File: src/rtl/xbar_port_sched.sv
// Burst-level round-robin scheduler for one crossbar target port.
// A grant is locked for a whole burst; priority rotates past the winner
// once its final beat handshake completes.
module xbar_port_sched #(
  parameter int unsigned N_MST = 16,
  parameter int unsigned LEN_W = 8,
  parameter int unsigned IDX_W = $clog2(N_MST)
) (
  input  logic                   clk,
  input  logic                   rst_n,
  input  logic [N_MST-1:0]       req,
  input  logic [N_MST*LEN_W-1:0] req_len,
  input  logic                   beat_fire,
  output logic [N_MST-1:0]       grant,
  output logic [IDX_W-1:0]       grant_idx,
  output logic                   busy,
  output logic [LEN_W-1:0]       beat_cnt,
  output logic                   burst_done
);

  localparam int unsigned LAST_IDX = N_MST - 1;

  typedef enum logic {
    ST_IDLE = 1'b0,
    ST_BUSY = 1'b1
  } state_e;

  state_e             state_q,      state_d;
  logic [IDX_W-1:0]   ptr_q,        ptr_d;
  logic [N_MST-1:0]   grant_q,      grant_d;
  logic [IDX_W-1:0]   grant_idx_q,  grant_idx_d;
  logic               busy_q,       busy_d;
  logic [LEN_W-1:0]   beat_cnt_q,   beat_cnt_d;
  logic               burst_done_q, burst_done_d;
  logic [LEN_W-1:0]   len_q,        len_d;

  logic               pick_vld;
  logic [IDX_W-1:0]   pick_idx;
  logic               last_beat;

  // Round-robin pick: first set request scanning upward from the priority pointer.
  always_comb begin
    pick_vld = 1'b0;
    pick_idx = '0;
    for (int unsigned k = 0; k < N_MST; k++) begin
      int unsigned cand;
      cand = 32'(ptr_q) + k;
      if (cand >= N_MST) begin
        cand = cand - N_MST;
      end
      if (!pick_vld && req[cand]) begin
        pick_vld = 1'b1;
        pick_idx = IDX_W'(cand);
      end
    end
  end

  assign last_beat = (beat_cnt_q == len_q);

  // Next-state and registered-output computation.
  always_comb begin
    state_d      = state_q;
    ptr_d        = ptr_q;
    grant_d      = grant_q;
    grant_idx_d  = grant_idx_q;
    busy_d       = busy_q;
    beat_cnt_d   = beat_cnt_q;
    burst_done_d = 1'b0;
    len_d        = len_q;

    unique case (state_q)
      ST_IDLE: begin
        if (pick_vld) begin
          state_d     = ST_BUSY;
          grant_d     = N_MST'(1) << pick_idx;
          grant_idx_d = pick_idx;
          busy_d      = 1'b1;
          beat_cnt_d  = '0;
          len_d       = req_len[pick_idx*LEN_W +: LEN_W];
        end
      end
      ST_BUSY: begin
        // Grant is held regardless of req; only beat handshakes advance the burst.
        if (beat_fire) begin
          if (last_beat) begin
            state_d      = ST_IDLE;
            grant_d      = '0;
            grant_idx_d  = '0;
            busy_d       = 1'b0;
            beat_cnt_d   = '0;
            burst_done_d = 1'b1;
            ptr_d        = (grant_idx_q == IDX_W'(LAST_IDX)) ? '0 : grant_idx_q + IDX_W'(1);
          end else begin
            beat_cnt_d = beat_cnt_q + LEN_W'(1);
          end
        end
      end
      default: begin
        state_d = ST_IDLE;
      end
    endcase
  end

  // State and output registers.
  always_ff @(posedge clk or negedge rst_n) begin
    if (!rst_n) begin
      state_q      <= ST_IDLE;
      ptr_q        <= '0;
      grant_q      <= '0;
      grant_idx_q  <= '0;
      busy_q       <= 1'b0;
      beat_cnt_q   <= '0;
      burst_done_q <= 1'b0;
      len_q        <= '0;
    end else begin
      state_q      <= state_d;
      ptr_q        <= ptr_d;
      grant_q      <= grant_d;
      grant_idx_q  <= grant_idx_d;
      busy_q       <= busy_d;
      beat_cnt_q   <= beat_cnt_d;
      burst_done_q <= burst_done_d;
      len_q        <= len_d;
    end
  end

  assign grant      = grant_q;
  assign grant_idx  = grant_idx_q;
  assign busy       = busy_q;
  assign beat_cnt   = beat_cnt_q;
  assign burst_done = burst_done_q;

endmodule

File: config.mk
export PLATFORM = sky130hd
export DESIGN_NAME = xbar_port_sched
export DESIGN_NICKNAME = d
export VERILOG_FILES = /design/src/rtl/xbar_port_sched.sv
export SDC_FILE = /design/constraint.sdc
export NUM_CORES = 1
export LEC_CHECK = 0
export ABC_AREA = 1
export BUFFER_PORTS_ARGS = -buffer_cell sky130_fd_sc_hd__buf_2
export CAP_MARGIN = 20
export CORE_UTILIZATION = 35
export CTS_CLUSTER_DIAMETER = 40
export DETAILED_ROUTE_END_ITERATION = 12
export SYNTH_ARGS = -nofsm -noshare
export SYNTH_HDL_FRONTEND = slang
export SYNTH_SLANG_ARGS = --single-unit
export TNS_END_PERCENT = 20
File: constraint.sdc
create_clock -name clk -period 3.4 [get_ports clk]
set_input_delay 0 -clock clk [delete_from_list [all_inputs] [get_ports clk]]
set_output_delay 0 -clock clk [all_outputs]
set_load 0.02 [all_outputs]
# Word level (Yosys, flattened, before mapping)
# Index checks and enable logic that the tools add are counted.
[word_totals] regBits=43 in_bits=147 output_inout_bits=30 elab_cells=219
[classes] n_eq_ne=5 n_addsub=33 mux=104 magnitude_cmp=32 shift=2 bitwise=1 n_reduce_logical=34
[ops] cell="< comparator 32 x 5 -> 1 bit, second input constant" n=16
[ops] cell="2-to-1 mux 32 bit" n=16
[ops] cell="variable part select 128 x 8 -> 8 bit" n=1
[ops] cell="subtractor 5 x 5 -> 6 bit, second input constant" n=15
[ops] cell="2-to-1 mux 4 bit" n=20
[ops] cell=">= comparator 5 bit, second input constant" n=15
[ops] cell="binary-select mux 1 bit (select 4 bit)" n=16
[ops] cell="2-to-1 mux 16 bit" n=3
[ops] cell="2-to-1 mux 1 bit" n=41
[ops] cell="adder 4 x 4 -> 5 bit, second input constant" n=8
[ops] cell="one-hot mux 16 bit (2 select lines)" n=1
[ops] cell="2-to-1 mux 8 bit" n=3
[ops] cell="adder 4 x 3 -> 5 bit, second input constant" n=4
[ops] cell="one-hot mux 8 bit (2 select lines)" n=1
[ops] cell="<< shifter 1 x 4 -> 16 bit, first input constant" n=1
[ops] cell="logical AND 1 bit" n=15
[ops] cell="logical NOT 1 bit" n=15
[ops] cell="adder 4 x 2 -> 5 bit, second input constant" n=2
[ops] cell="adder 8 x 1 -> 8 bit, second input constant" n=1
[ops] cell="equality test 8 bit" n=1
[ops] cell="one-hot mux 4 bit (2 select lines)" n=1
[ops] cell="AND reduction 3 bit" n=2
[ops] cell="subtractor 4 x 5 -> 6 bit, second input constant" n=1
[ops] cell="adder 4 x 1 -> 5 bit, second input constant" n=1
[ops] cell="other kinds (8)" n=11

# Longest topological paths before layout
# Gate-level depths: netlist of the first run.
[logic_depth] word_depth=53 ltp_mapped=30 mapped_depth_nobuf=28

# Worst setup path before layout of the first run
# Ideal clock, no wire load.
[synth_path] path_type="flip-flop to flip-flop" startpoint="register ptr_q[1]" endpoint="register len_q[7]" t_required_ps=3282 slack_ps=-167 path_buffers=4 arrival_ps=3449 period_less_slack_ps=3567 setup_time_ps=118 stages_incl_launch_ff=31 path_cell_list="dfrtp_1 inv_1 buf_2 ha_1 inv_1 buf_2 nand3_1 nand3_1 nand2_1 nand2_1 nand2_2 nor2_4 nand4_4 nor2_4 nand4_2 nor2_4 nand4_4 nor2_4 nor2_1 nand3_2 nand2_2 buf_6 buf_6 nand2_1 nand2_1 nand2_1 nand3_1 nand3_1 nand2_1 nand2_1 nand2_1"
[synth_between] elab_chain_cells=51 word_cells_on_any_way=159 classes_between="add/sub: 31; order compare: 16; shift: 1; mux: 80; reduce/logical: 31"
[synth_rtl] item="start, declared" line="29" rtl="logic [IDX_W-1:0] ptr_q, ptr_d;"
[synth_rtl] item="start signal, assigned" line="117" rtl="ptr_q <= ptr_d;"
[synth_rtl] item="parallel branches: the longest is 51 deep, another holds subtractor 5 x 5 -> 6 bit"
[synth_rtl] item="end signal, assigned" line="123" rtl="len_q <= len_d;"
[synth_rtl] item="end, declared" line="35" rtl="logic [LEN_W-1:0] len_q, len_d;"
# Parallel ways; which one is timed is not known. The select of a mux whose other input is x is not followed.
# A chain may end at the register's enable or synchronous reset.

# Worst setup path after layout of the first run
[layout_path] startpoint="register ptr_q[1]" endpoint="register len_q[0]"
# Same word-level chain as after synthesis.

==> flow_summary.json, run 1 <==
{
  "critPathMaxFanout": 10,
  "holdWs_ns": 0.0479,
  "start_util_pct": 36.6,
  "drc_errors": 0,
  "grtUsageTotal_pct": 25.6,
  "ctsHtreeMaxLevel": 2,
  "period_share_pct": 107,
  "nets": 1327,
  "synth_area_mm2": 0.00515,
  "r2r-start": "ptr_q[1]",
  "ctsRootBufferMaster": "clkbuf_16",
  "ys_ff_latch": 43,
  "start_kind": "flip-flop",
  "grt_max_degree": 57,
  "violations": "negative setup slack",
  "min_period_ns": 3.64,
  "port-buffer-count": 176,
  "routed_wl_um": 19800,
  "detail-route-antenna-nets": 0,
  "coreArea_mm2": 0.0141,
  "dieArea_mm2": 0.0152,
  "cp_slowest_cell": "dfrtp_2",
  "cts.sinks": 43,
  "die_h_um": 123,
  "crit_type": "reg -> reg",
  "drv_slew": 0,
  "mostFrequentLayoutCells": "nand2_1, nand3_1, buf_2",
  "max_freq_ghz": 0.275,
  "ys_warn_count": 0,
  "synth_area_per_cell_um2": 5.70,
  "worstHoldPathType": "in -> async",
  "diodes": 0,
  "status": "finished with violations",
  "drtIter0Drc": 519,
  "antenna_found_initial": 0,
  "syn_inst": 904,
  "first_global_vias": 6432,
  "clk_path_buf_depth": 2,
  "fin_ws_ns": -0.236,
  "setup_viol": 24,
  "relSlewSlack_pct": 54.1,
  "hold_viol_final": 0,
  "rr_endpoint": "len_q[0]",
  "dp_hpwl_um": 15000,
  "io_pins": 177,
  "gp_congestion": 0.906,
  "final_common_cell": "nand2_1",
  "worstSkewPairLatency_ns": 0.29,
  "drive_gt1_share_pct": 35.2,
  "arrival_ns": 3.86,
  "vias": 6908,
  "grt_setup_unrepaired": "yes",
  "numCtsBuffers": 5,
  "area_growth_pct": 51.7,
  "cpMostUsedCell": "nand2_1",
  "endpoint_kind": "flip-flop",
  "cpPeakStageDelay_ns": 0.43,
  "ys_seq_area_share_pct": 20.9,
  "grt_pass1_wl_um": 30600,
  "tritoncts": "yes",
  "rows": 43,
  "drv_cap": 0,
  "cp.required_ns": 3.63,
  "yosysUniqueCellTypes": 37,
  "r2r_cells": 28,
  "dr.pass1.iters": 5,
  "syn_nets": 1060,
  "worst_pin_slew_ns": 0.687,
  "skew_ns": 0.00580,
  "die_w_um": 123,
  "cts.clk_slew.worst_paths_ns": 0.06,
  "routedWlPerCell_um": 14.7,
  "grt-ovfl-total": 0,
  "r2r_setup_slack_ns": -0.24,
  "via_per_inst": 5.11
}
[routing by layer]
metal  wire length [µm]  track usage, %  part of all wire, %  up-vias
li1                   -               -                    -     3501
met1               8740            34.0                   44     3125
met2               9650            44.2                   49      260
met3               1160            2.44                  5.9       22
met4                267            6.17                  1.3        0
met5                  0               0                    0        -
[sequential cells by signal (all words and copies together), names as in the netlist]
register	count
ptr_q	4
state_q	1
grant_idx	4
burst_done	1
beat_cnt	8
grant	16
len_q	8
busy	1
[through the flow]
step,std cells,util (%),setup TNS [ns],area [µm²],setup slack [ns]
6_report,1352,55.5,-3.56,7820,-0.236
5_1_grt,1352,55.5,-10.26,7820,-0.465
4_1_cts,1333,51.5,-0.462,7260,-0.0649
3_5_place_dp,1311,48.4,-6.07,6830,-0.314
3_3_place_gp,1311,48.4,-4.19,6830,-0.259
2_1_floorplan,904,-,0,5170,0.00970
[area by class of cell]
| cell class | count | area (µm²) |
|---|---|---|
| clock buffers | 6 | 139 |
| clock inverters | 2 | 35.0 |
| fillers | 1495 | 6280 |
| inverters | 64 | 249 |
| multi-input cells | 754 | 3940 |
| flip-flops and latches | 43 | 1080 |
| well taps | 180 | 225 |
| repair buffers | 302 | 2140 |
| repair inverters | 1 | 7.51 |
[cell usage after synthesis]
cell	count	area (µm²)
o21ai_1	5	25.0
nand2_1	378	1420
xnor2_1	2	17.5
dfrtp_1	43	1080
o211ai_1	2	15.0
clkbuf_1	10	37.5
buf_4	12	90.1
a31oi_1	1	6.26
or2_2	9	56.3
o32ai_1	1	8.76
nand3b_1	1	7.51
o21a_1	4	30.0
nand4_4	2	42.5
nand3_1	216	1080
nor2_2	1	6.26
inv_1	58	218
nor3_1	5	25.0
nand4_2	2	25.0
o22ai_1	8	50.1
o31ai_1	1	7.51
a22oi_1	1	7.51
buf_2	14	70.1
nor2_1	34	128
xor2_1	10	87.6
buf_6	7	78.8
o21ai_0	30	150
a221oi_1	2	17.5
nand4_1	10	62.6
clkinv_1	1	3.75
nand3_2	2	20.0
nand2_2	3	18.8
xor2_2	2	32.5
o2111ai_1	1	8.76
ha_1	9	113
a21oi_1	7	35.0
inv_2	5	18.8
nor2_4	5	56.3
[worst max-delay path by stage]
stage | startpoint | endpoint | slack, ns | depth (start not counted)
after floorplan | ptr_q[0] | len_q[7] | 0.01 | 30
after global placement | ptr_q[1] | len_q[6] | -0.26 | 23
after detailed placement | ptr_q[1] | len_q[6] | -0.31 | 23
after CTS | ptr_q[1] | len_q[5] | -0.06 | 28
after global routing | ptr_q[1] | len_q[1] | -0.46 | 25
final | ptr_q[1] | len_q[0] | -0.24 | 28
[worst max-delay path: cells and delay by family (launching register included)]
| kind | cells | cell delay (ns) |
|---|---|---|
| adder cells (fa/ha/maj) | 1 | 0.33 |
| flip-flops | 1 | 0.43 |
| AND/OR/NAND/NOR | 20 | 1.83 |
| buffers and inverters | 6 | 0.81 |
| AO/OA/AOI/OAI | 1 | 0.16 |
[repair_timing]
item	in CTS	in global routing
hold buffers	1	0
pin swaps	7	41
endpoints found under the setup margin	32	37
cloned	3	3
hold endpoints to repair	43	0
gates resized for setup	30	77
buffers inserted	10	15
[logic make-up after synthesis]
kind of cell / Yosys count / synth area share, %
compound gates: 63 / 7.02
xor+xnor: 14 / 2.67
fa+ha+maj: 9 / 2.19
buf+inv: 107 / 10.0
flops: 43 / 20.9
simple gates: 668 / 57.2
Power of run 1 is left out: the tool's default activity adds up to more than one toggle a clock period on the data nets, which glitch-free logic cannot reach.
==> run 2, diff against run 1 <==
CTS_BUF_LIST = sky130_fd_sc_hd__clkbuf_4   (was unset)
==> run 2 against run 1 <==
Net effect: the run still ends with negative setup slack left; sequential share of layout area increased by 0.14 points; critical path depth fell by 2; utilization is 0.55 points lower; maximum frequency up 0.89%; hold slack gained 0.037 ns; via count is 0.23% higher; design area is 0.99% lower; routed wire length shrank 0.20%; final cell count shrank 0.30%; count of clock-buffer cells in the layout shrank 1; setup slack improved by 0.032 ns; largest cell class unchanged.
==> flow_summary.json, run 2 (synthesis gave the netlist of run 1 again) <==
{
  "status": "finished with violations",
  "violations": "negative setup slack",
  "drc_errors": 0,
  "relSlewSlack_pct": 54.9,
  "fin_ws_ns": -0.204,
  "pre_cts_slack_ns": -0.314,
  "critPathMaxFanout": 10,
  "first_global_vias": 6413,
  "crit_type": "reg -> reg",
  "ctsHtreeMaxLevel": 2,
  "endpoint_kind": "flip-flop",
  "hp-start": "beat_fire",
  "clk_path_buf_depth": 2,
  "multi_input_area_mm2": 0.00398,
  "dieArea_mm2": 0.0152,
  "rr_endpoint": "len_q[5]",
  "drive_gt1_share_pct": 35.8,
  "worst_pin_slew_ns": 0.676,
  "worstHoldPathType": "in -> reg",
  "diodes": 0,
  "dp_hpwl_um": 15000,
  "detail-route-antenna-nets": 0,
  "start_util_pct": 36.6,
  "drtIter0Drc": 515,
  "grt_max_degree": 57,
  "nets": 1323,
  "cts.sinks": 43,
  "grtUsageTotal_pct": 25.3,
  "vias": 6924,
  "skew_ns": 0.0116,
  "period_share_pct": 106,
  "cts.clk_slew.worst_paths_ns": 0.13,
  "r2r-start": "ptr_q[1]",
  "holdPathEnd": "beat_cnt[7]",
  "grt_setup_unrepaired": "yes",
  "routedWlPerCell_um": 14.7,
  "cp.required_ns": 3.67,
  "arrival_ns": 3.87,
  "antenna_found_initial": 0,
  "r2r_setup_slack_ns": -0.20,
  "r2r_cells": 26,
  "final_common_cell": "nand2_1",
  "port-buffer-count": 176,
  "numCtsBuffers": 5,
  "fin_tns_setup_ns": -2.94,
  "grt_pass1_wl_um": 30500,
  "setup_viol": 24,
  "tritoncts": "yes",
  "die_w_um": 123,
  "min_period_ns": 3.60,
  "ctsRootBufferMaster": "clkbuf_4",
  "seqCellArea_mm2": 0.00108,
  "rows": 43,
  "area_growth_pct": 50.2,
  "worstSkewPairLatency_ns": 0.36,
  "dr.pass1.iters": 5,
  "via_per_inst": 5.14,
  "post-route-util_pct": 54.9,
  "die_h_um": 123,
  "routed_wl_um": 19800,
  "start_kind": "flip-flop",
  "drv_cap": 0,
  "coreArea_mm2": 0.0141,
  "hold_viol_final": 0,
  "drv_slew": 0,
  "nFillCells": 1498,
  "largest_reg_flops": 16,
  "grt-ovfl-total": 0,
  "io_pins": 177,
  "hold_depth": 4,
  "max_freq_ghz": 0.277,
  "gp_congestion": 0.906,
  "mostFrequentLayoutCells": "nand2_1, nand3_1, buf_2"
}
-- run 2: changes by cell type in the layout (fill, tap and decap cells not counted), moves of 3 or more --
| cell | change |
|---|---|
| nor2_1 | -4 |
| nor2_2 | +3 |
| buf_4 | -6 |
| o21ai_0 | -10 |
| clkbuf_16 | -5 |
| o21ai_1 | +10 |
| nand2_2 | +3 |
| nand2_1 | -4 |
| clkbuf_4 | +5 |
-- run 2: what timing repair did --
| action | CTS | global route |
|---|---|---|
| endpoints found under the hold margin | 43 | 2 |
| cloned | 3 | 3 |
| buffers inserted | 8 | 12 |
| hold buffers | 1 | 1 |
| resized for setup | 31 | 101 |
| setup endpoints to repair | 32 | 37 |
| pin swaps | 7 | 36 |
-- run 2: layout make-up --
class	instances	area share, %
Tap cell	180	2.91
Clock buffer	5	0.485
Multi-Input combinational cell	754	51.3
Sequential cell	43	13.9
Timing Repair Buffer	298	27.5
Timing Repair inverter	1	0.0970
Inverter	64	3.22
Clock inverter	3	0.501
-- run 2: worst max-delay path, cell delays in order (launching register included) --
cell and delay [ns]:
dfrtp_2 0.45, inv_4 0.08, ha_4 0.33, buf_12 0.16, nand3_2 0.11, nand3_1 0.11
nand2_1 0.06, inv_1 0.13, o21a_1 0.23, nand4_1 0.15, nor2_1 0.14, nand4_1 0.18
nor2_2 0.20, buf_4 0.13, nor2_2 0.04, nand3_4 0.10, nand2_4 0.10, buf_12 0.15
clkbuf_16 0.16, nand2_1 0.06, nand2_1 0.05, nand2_1 0.06, nand3_1 0.08, nand3_1 0.09
nand2_1 0.06, nand2_1 0.05, nand2_1 0.04
-- run 2: worst max-delay path by stage --
stage / from / to / slack (ns)
2_1_floorplan: ptr_q[0] / len_q[7] / 0.01
3_5_place_dp: ptr_q[1] / len_q[6] / -0.31
3_3_place_gp: ptr_q[1] / len_q[6] / -0.26
5_1_grt: ptr_q[1] / len_q[7] / -0.49
6_report: ptr_q[1] / len_q[5] / -0.20
4_1_cts: ptr_q[1] / len_q[5] / -0.07
-- run 2: through the flow --
step | hold slack (ns) | instances | area (µm²)
floorplan | -0.296 | 904 | 5170
global placement | 0.217 | 1311 | 6830
detailed placement | 0.218 | 1311 | 6830
CTS | 0.0180 | 1331 | 7150
global route | 0.135 | 1348 | 7740
finish | 0.0845 | 1348 | 7740
-- run 2: per-layer routing --
layer  part of all wire, %  track usage [%]  up-vias
met1                    45             34.0     3146
li1                      -                -     3495
met2                    48             43.9      256
met3                   5.4             2.31       27
met5                     0                0        -
met4                   1.6             5.27        0
Power of run 2 is left out for the same reason.
==> run 3, diff against run 2 <==
SKIP_CTS_REPAIR_TIMING = 1   (was unset)
==> run 3 against run 2 <==
Net effect: global-route usage shrank 0.45 points; non-clock buffer count is 2 lower; largest cell class unchanged; the flow still finishes with violations (negative setup slack); sequential cell count unchanged; critical path depth grew 2; die area unchanged; setup slack worse by 0.024 ns; critical endpoint is now len_q[0]; maximum frequency is 0.65% lower; hold slack worse by 0.0082 ns; highest routed layer unchanged; clock skew rose by 0.0013 ns.
==> flow_summary.json, run 3 (synthesis gave the netlist of run 1 again) <==
{
  "status": "finished with violations",
  "violations": "negative setup slack",
  "dpl.cell_count": 1311,
  "grt-ovfl-total": 0,
  "coreArea_mm2": 0.0141,
  "grt_setup_unrepaired": "yes",
  "drc_errors": 0,
  "skew_ns": 0.0129,
  "dr.pass1.iters": 5,
  "die_w_um": 123,
  "final_common_cell": "nand2_1",
  "rows": 43,
  "fin_ws_ns": -0.227,
  "worst_pin_slew_ns": 0.683,
  "diodes": 0,
  "critPathMaxFanout": 10,
  "grt_pass1_wl_um": 30000,
  "drv_cap": 0,
  "start_util_pct": 36.6,
  "ctsHtreeMaxLevel": 2,
  "routedWlPerCell_um": 14.9,
  "holdWs_ns": 0.0762,
  "cpPeakStageDelay_ns": 0.46,
  "relSlewSlack_pct": 54.4,
  "postPlaceCellArea_mm2": 0.00683,
  "gp_congestion": 0.906,
  "mostFrequentLayoutCells": "nand2_1, buf_2, nand3_1",
  "largest_reg_flops": 16,
  "detail-route-antenna-nets": 0,
  "setup_viol": 26,
  "clk_path_buf_depth": 2,
  "worstHoldPathType": "in -> reg",
  "drv_slew": 0,
  "routed_wl_um": 20100,
  "period_share_pct": 107,
  "antenna_found_initial": 0,
  "vias": 6953,
  "hold_viol_final": 0,
  "dieArea_mm2": 0.0152,
  "tritoncts": "yes",
  "drive_gt1_share_pct": 36.9,
  "grt_max_degree": 57,
  "fin_area_mm2": 0.00783,
  "port-buffer-count": 176,
  "cp.required_ns": 3.71,
  "max_freq_ghz": 0.276,
  "numCtsBuffers": 5,
  "cp_slowest_cell": "dfrtp_2",
  "die_h_um": 123,
  "dp_hpwl_um": 15000,
  "cts.sinks": 43,
  "io_pins": 177,
  "finalNonFillerCells": 1346,
  "cts.clk_slew.worst_paths_ns": 0.13,
  "first_global_vias": 6328,
  "min_period_ns": 3.63,
  "nFillCells": 1496,
  "grtUsageTotal_pct": 24.9,
  "arrival_ns": 3.94,
  "start_kind": "flip-flop",
  "crit_type": "reg -> reg",
  "drtIter0Drc": 542,
  "ctsRootBufferMaster": "clkbuf_4",
  "cpMostUsedCell": "nand2_1",
  "worstSkewPairLatency_ns": 0.36,
  "area_growth_pct": 51.9,
  "nets": 1321,
  "endpoint_kind": "flip-flop",
  "via_per_inst": 5.17
}
==> run 3: changes by cell type in the layout (fill, tap and decap cells not counted), sizes merged <==
cell,delta
buf,-6
clkbuf,+4
==> run 3: per-stage QoR <==
step | setup slack, ns | TNS, ns | utilization (%)
finish | -0.227 | -4.06 | 55.5
global route | -0.459 | -10.73 | 55.5
CTS | -0.331 | -6.90 | 49.0
detailed placement | -0.314 | -6.07 | 48.4
global placement | -0.259 | -4.19 | 48.4
floorplan | 0.00970 | 0 | -
==> run 3: metal layers <==
layer	part of all wire (%)	wire length (µm)	vias up	global-route usage, %
li1	-	-	3483	-
met1	44	8910	3204	33.5
met2	49	9920	244	42.9
met3	5.2	1050	22	2.44
met4	1.2	240	0	5.05
met5	0	0	-	0
==> run 3: area by class of cell <==
class / instances / area [µm²] / area share (%)
multi-input combinational: 754 / 4050 / 51.8
timing repair buffer: 296 / 2140 / 27.3
sequential: 43 / 1080 / 13.8
inverter: 64 / 246 / 3.15
tap: 180 / 225 / 2.88
clock inverter: 3 / 38.8 / 0.496
clock buffer: 5 / 37.5 / 0.480
timing repair inverter: 1 / 7.51 / 0.0959
==> run 3: worst max-delay path, delay by kind of cell (launching register included) <==
family                   cells  cell delay [ns]
buffers and inverters        7             0.87
adder cells (fa/ha/maj)      1             0.33
flip-flops                   1             0.46
AND/OR/NAND/NOR             18             1.62
AO/OA/AOI/OAI                2             0.28
==> run 3: worst paths after layout <==
kind / to / slack (ns) / cells after the start / start
worst max-delay path: len_q[0] / -0.23 / 28 / ptr_q[1]
worst min-delay path: beat_cnt[7] / 0.08 / 4 / beat_fire
worst max register to register: len_q[0] / -0.23 / 28 / ptr_q[1]
worst min register to register: grant[6] / 0.52 / 2 / grant[6]
max in group asynchronous: grant[10] / 2.75 / 3 / rst_n
min in group asynchronous: state_q / 0.15 / 3 / rst_n
Power of run 3 is left out for the same reason.
